**config.mk**
```make
export PLATFORM = sky130hd
export DESIGN_NAME = tdc_meas_ctrl
export DESIGN_NICKNAME = d
export VERILOG_FILES = /design/src/rtl/tdc_meas_ctrl_pkg.sv /design/src/rtl/tdc_meas_ctrl_coarse_counter.sv /design/src/rtl/tdc_meas_ctrl.sv
export SDC_FILE = /design/constraint.sdc
export NUM_CORES = 1
export LEC_CHECK = 0
export CAP_MARGIN = 0
export CORE_ASPECT_RATIO = 0.5
export CORE_MARGIN = 5
export CORE_UTILIZATION = 32
export CTS_CLUSTER_DIAMETER = 50
export DETAILED_ROUTE_END_ITERATION = 8
export DONT_BUFFER_PORTS = 1
export GPL_TIMING_DRIVEN = 0
export PLACE_DENSITY = 0.55
export SKIP_LAST_GASP = 1
export SYNTH_ARGS = -nofsm -noshare
export SYNTH_HDL_FRONTEND = slang
export SYNTH_SLANG_ARGS = --single-unit
```
**constraint.sdc**
```tcl
create_clock -name clk -period 2.2 [get_ports clk]
set_input_delay 0.44 -clock clk [delete_from_list [all_inputs] [get_ports clk]]
set_output_delay 0.44 -clock clk [all_outputs]
set_load 0.005 [all_outputs]
```
**src/rtl/tdc_meas_ctrl_pkg.sv**
```systemverilog
// Shared definitions for the TDC measurement sequencer: FSM state encoding and default widths.
package tdc_meas_ctrl_pkg;

    localparam int COARSE_W_DEF = 16;
    localparam int FINE_W_DEF   = 8;
    localparam int STAT_W       = 16;

    typedef enum logic [1:0] {
        ST_IDLE   = 2'd0,
        ST_WAIT   = 2'd1,
        ST_RESULT = 2'd2,
        ST_DEAD   = 2'd3
    } state_t;

endpackage

```
**src/rtl/tdc_meas_ctrl_coarse_counter.sv**
```systemverilog
// Coarse clock counter for one measurement window: cleared while idle, counts while enabled,
// and stops on the terminal count TIMEOUT_CYC-1 so it never wraps inside a window.
module tdc_coarse_counter #(
    parameter int COARSE_W    = 16,
    parameter int TIMEOUT_CYC = 256
) (
    input  logic                clk,
    input  logic                rst,
    input  logic                clr,
    input  logic                en,
    output logic [COARSE_W-1:0] count,
    output logic                tc
);

    localparam logic [COARSE_W-1:0] TC_VAL = COARSE_W'(TIMEOUT_CYC - 1);

    assign tc = (count == TC_VAL);

    always_ff @(posedge clk or posedge rst) begin
        if (rst) begin
            count <= '0;
        end else if (clr) begin
            count <= '0;
        end else if (en && !tc) begin
            count <= count + COARSE_W'(1);
        end
    end

endmodule

```
**src/rtl/tdc_meas_ctrl.sv**
```systemverilog
// Measurement sequencer for one TDC channel: hit window, timestamp capture, result handshake, dead time.
// Optional statistics counters are built only when TDC_MEAS_CTRL_STATS_EN is defined.
module tdc_meas_ctrl
    import tdc_meas_ctrl_pkg::*;
#(
    parameter int COARSE_W     = COARSE_W_DEF,
    parameter int FINE_W       = FINE_W_DEF,
    parameter int TIMEOUT_CYC  = 256,
    parameter int DEADTIME_CYC = 4
) (
    input  logic                clk,
    input  logic                rst,
    input  logic                start,
    input  logic                hit_valid,
    input  logic [FINE_W-1:0]   fine_code,
    output logic                hit_en,
    output logic                busy,
    output logic                res_valid,
    input  logic                res_ready,
    output logic [COARSE_W-1:0] res_coarse,
    output logic [FINE_W-1:0]   res_fine,
    output logic                res_timeout,
    output logic [STAT_W-1:0]   stat_hits,
    output logic [STAT_W-1:0]   stat_tmo
);

    localparam int DEAD_LAST = (DEADTIME_CYC > 0) ? DEADTIME_CYC - 1 : 0;
    localparam int DEAD_W    = (DEAD_LAST > 0) ? $clog2(DEAD_LAST + 1) : 1;

    state_t              state;
    state_t              state_nxt;
    logic [COARSE_W-1:0] coarse;
    logic                coarse_tc;
    logic [DEAD_W-1:0]   dead_cnt;
    logic                hit_term;
    logic                tmo_term;

    // A hit on the terminal cycle still counts as a hit.
    assign hit_term = (state == ST_WAIT) && hit_valid;
    assign tmo_term = (state == ST_WAIT) && !hit_valid && coarse_tc;

    tdc_coarse_counter #(
        .COARSE_W    (COARSE_W),
        .TIMEOUT_CYC (TIMEOUT_CYC)
    ) u_coarse (
        .clk   (clk),
        .rst   (rst),
        .clr   (state == ST_IDLE),
        .en    (state == ST_WAIT),
        .count (coarse),
        .tc    (coarse_tc)
    );

    always_ff @(posedge clk or posedge rst) begin
        if (rst) begin
            state <= ST_IDLE;
        end else begin
            state <= state_nxt;
        end
    end

    always_comb begin
        state_nxt = state;
        case (state)
            ST_IDLE:   if (start) state_nxt = ST_WAIT;
            ST_WAIT:   if (hit_term || tmo_term) state_nxt = ST_RESULT;
            ST_RESULT: if (res_ready) state_nxt = (DEADTIME_CYC == 0) ? ST_IDLE : ST_DEAD;
            ST_DEAD:   if (dead_cnt == DEAD_W'(DEAD_LAST)) state_nxt = ST_IDLE;
            default:   state_nxt = ST_IDLE;
        endcase
    end

    always_comb begin
        hit_en    = (state == ST_WAIT);
        busy      = (state != ST_IDLE);
        res_valid = (state == ST_RESULT);
    end

    // Dead-time counter runs from 0 in the first DEAD cycle.
    always_ff @(posedge clk or posedge rst) begin
        if (rst) begin
            dead_cnt <= '0;
        end else if (state != ST_DEAD) begin
            dead_cnt <= '0;
        end else begin
            dead_cnt <= dead_cnt + DEAD_W'(1);
        end
    end

    // Result registers only load on the WAIT exit, so they hold through backpressure.
    always_ff @(posedge clk or posedge rst) begin
        if (rst) begin
            res_coarse  <= '0;
            res_fine    <= '0;
            res_timeout <= 1'b0;
        end else if (hit_term || tmo_term) begin
            res_coarse  <= coarse;
            res_fine    <= hit_term ? fine_code : '0;
            res_timeout <= tmo_term;
        end
    end

`ifdef TDC_MEAS_CTRL_STATS_EN
    function automatic logic [STAT_W-1:0] sat_inc(input logic [STAT_W-1:0] v);
        return (v == {STAT_W{1'b1}}) ? v : v + STAT_W'(1);
    endfunction

    logic [STAT_W-1:0] stat_hits_q;
    logic [STAT_W-1:0] stat_tmo_q;

    always_ff @(posedge clk or posedge rst) begin
        if (rst) begin
            stat_hits_q <= '0;
            stat_tmo_q  <= '0;
        end else begin
            if (hit_term) stat_hits_q <= sat_inc(stat_hits_q);
            if (tmo_term) stat_tmo_q  <= sat_inc(stat_tmo_q);
        end
    end

    assign stat_hits = stat_hits_q;
    assign stat_tmo  = stat_tmo_q;
`else
    assign stat_hits = '0;
    assign stat_tmo  = '0;
`endif

endmodule
```
==> results_dict.tcl <==
set metrics [dict create \
    p_switching_mw 0.839 \
    antenna_found_initial 0 \
    ys_seq_area_share_pct 47.5 \
    pin_count 73 \
    status "finished with violations" \
    yosys_warnings 0 \
    worst_hold_slack_ps 74.0 \
    max_freq_ghz 0.454 \
    synth-seq-cells 45 \
    fin_tns_setup_ps -1.93 \
    crit_path_end_kind "register" \
    place_area_mm2 0.00263 \
    synth_top_area_share_pct 47.5 \
    initial_core_util_pct 32.6 \
    crit_type "reg -> reg" \
    cp_slowest_cell "or4_4" \
    cts_hold_buf 0 \
    seqPwrFrac_pct 38.2 \
    synthArstFlopShare_pct 100 \
    grt_max_degree 25 \
    yosys.area.top_type "dfrtp_1" \
    track_usage_pct 10.7 \
    fillers 700 \
    arrival_ps 2370 \
    min_path_type "in -> async" \
    finalCriticalPeriod_ps 2200 \
    grt-ovfl-total 0 \
    hpwl_mm 3.60 \
    grt_pass1_vias 1612 \
    cts_htree_levels 2 \
    finalWorstSetupSlack_ps -1.26 \
    wl_per_cell_um 14.3 \
    grt_pass1_wl_mm 8.27 \
    yosys-top-cells-count "45 x dfrtp_1, 32 x buf_4, 12 x mux2_4" \
    area_growth_pct 25.4 \
    cts_tree "done" \
    syn_area_mm2 0.00237 \
    worstSetupStartpointType "register" \
    vias 1675 \
    ys_top_cells_by_area "dfrtp_1 48%, buf_4 10%, mux2_4 7.6%" \
    drcViolationCount 0 \
    synth_flop_cell "dfrtp_1" \
    intPower_mw 2.02 \
    fin_skew_ps 6.66 \
    clockBufferDepth 2 \
    slew_headroom_pct 62.0 \
    fin_area_mm2 0.00297 \
    crit_fanout 8 \
    die_y_um 70.9 \
    antennaDiodeCount 0 \
    routabilityCongestion 0.754 \
    core_mm2 0.00727 \
    nNetsFinal 278 \
    root_buffer "clkbuf_16" \
    rsz0062_at_grt "yes" \
    syn-instance-count 205 \
    cts_made_buffers 5 \
    p_per_area_mw_per_mm2 962 \
    wl_mm 5.09 \
    avgSynthCellArea_um2 11.6 \
    finalHoldViolCount 0 \
    p_leak_nw 1.49 \
    clk_pin_slew_worst_paths_ps 60 \
    insertion_delay_ps 280 \
    path_cells "or4_4, nor4_4, o21ai_4, clkbuf_16, mux2_4" \
    via_per_inst 4.71 \
    synth-edff-count 0 \
    p_comb_share_pct 28.5 \
    violations "setup timing" \
    slowest_delay_ps 590 \
    clock_sinks 45 \
    die-area_mm2 0.00933 \
    num_rows 22 \
    clockPowerShare_pct 33.3 \
    synthDistinctLibCells 43 \
    drive_above_1_share_pct 34.6 \
    max-cap-violations 0 \
    fp.dieW_um 132 \
    worstPathRequired_ps 2370 \
    ir_drop_uv 393 \
    setup_viol 2 \
    postRouteAntennaNets 0 \
    maxSlewViolCount 0 \
    synth_most_common_cell "dfrtp_1" \
    post-route-period-util_pct 100 \
    tightest_slew_ps 570 \
    netSwitchingFraction_pct 29.3 \
    numPortBuffers 0 \
    total_power_mw 2.86 \
    dp_slack_ps -53.0 \
    drt-pass1-iter-count 6 \
    drt_iter0_markers 53 \
]
==> stage by stage <==
step / util [%] / cells
finish: 40.9 / 356
floorplan: - / 236
global placement: 35.9 / 332
CTS: 39.0 / 342
global route: 40.9 / 356
detailed placement: 36.2 / 333
==> worst max-delay path, delay by kind of cell (launching register included) <==
| family | cells | cell delay [ps] |
|---|---|---|
| buf+inv | 1 | 210 |
| flops | 1 | 420 |
| compound gates | 1 | 180 |
| simple gates | 2 | 980 |
| mux | 1 | 290 |
==> cell families (layout without fill, tap and decap cells) <==
| logic type | Yosys count | after routing | synth area share [%] |
|---|---|---|---|
| flip-flops | 45 | 45 | 47.5 |
| XOR/XNOR | 2 | 2 | 0.739 |
| multiplexers | 18 | 18 | 10.4 |
| adder cells (fa/ha/maj) | 6 | 6 | 3.17 |
| buffers and inverters | 45 | 69 | 12.9 |
| other | 1 | 32 | 0.158 |
| AND/OR/NAND/NOR | 49 | 49 | 12.9 |
| AO/OA/AOI/OAI | 39 | 39 | 12.2 |
==> power by group through the flow <==
stage | clock network [mW] | logic [mW] | registers (mW)
global placement | 0 | 0.696 | 1.10
floorplan | 0 | 0.584 | 1.07
CTS | 0.972 | 0.752 | 1.10
finish | 0.951 | 0.815 | 1.09
global route | 1.02 | 0.905 | 1.11
detailed placement | 0 | 0.739 | 1.11
==> final cells by class <==
cell class	instances	area, um^2	share of cell area (%)
Multi-Input combinational cell	146	1060	35.7
Buffer	37	282	9.47
Inverter	7	26.3	0.884
Clock buffer	5	125	4.21
Tap cell	96	120	4.04
Sequential cell	45	1130	38.1
Timing Repair Buffer	17	163	5.47
Clock inverter	3	65.1	2.19
==> cell usage in the layout (no fill, tap or decap), types with 2 or more instances in the layout <==
cell        n
a21oi_1    11
a22o_1      8
and2_1      3
and3_1      2
and4_1      2
buf_4      47
bufinv_16   2
clkbuf_1    2
clkbuf_16   6
conb_1     32
dfrtp_1    41
dfrtp_2     4
ha_1        6
inv_1       6
mux2_2      5
mux2_4     12
nand2_1     7
nand3_1     3
nand4_1     5
nor2_1      7
o21a_1      2
o21ai_0     7
o31ai_1     3
or3_1       6
or4_1       4
or4_4       2
==> sequential cells by signal, summed over array words and instances (netlist names) <==
signal / flops
dead_cnt: 2
res_coarse: 16
res_fine: 8
res_timeout: 1
state: 2
u_coarse.count: 16
==> metal layers <==
metal | up-vias | GRT usage, % | wire length, um
met5 | - | 0 | 0
met3 | 4 | 3.27 | 300
met4 | 0 | 3.42 | 51
met2 | 57 | 18.2 | 2470
li1 | 785 | - | -
met1 | 829 | 13.2 | 2270
==> final timing paths <==
path / slack, ps / cells past startpoint / endpoint / start
worst max-delay path: -1 / 5 / res_coarse[7] / u_coarse.count[10]
worst min-delay path: 70 / 1 / res_coarse[4] / rst
min in group clk: 300 / 1 / res_fine[2] / fine_code[2]
worst max register to register: -1 / 5 / res_coarse[7] / u_coarse.count[10]
max in group asynchronous: 1620 / 2 / u_coarse.count[11] / rst
worst min register to register: 440 / 1 / dead_cnt[0] / dead_cnt[0]
==> timing repair <==
item,in CTS,in global routing
pin swaps,3,5
cloned,0,2
setup buffers,1,13
resized for setup,1,6
endpoints found under the setup margin,14,20
Power figures use the tool's default switching activity.
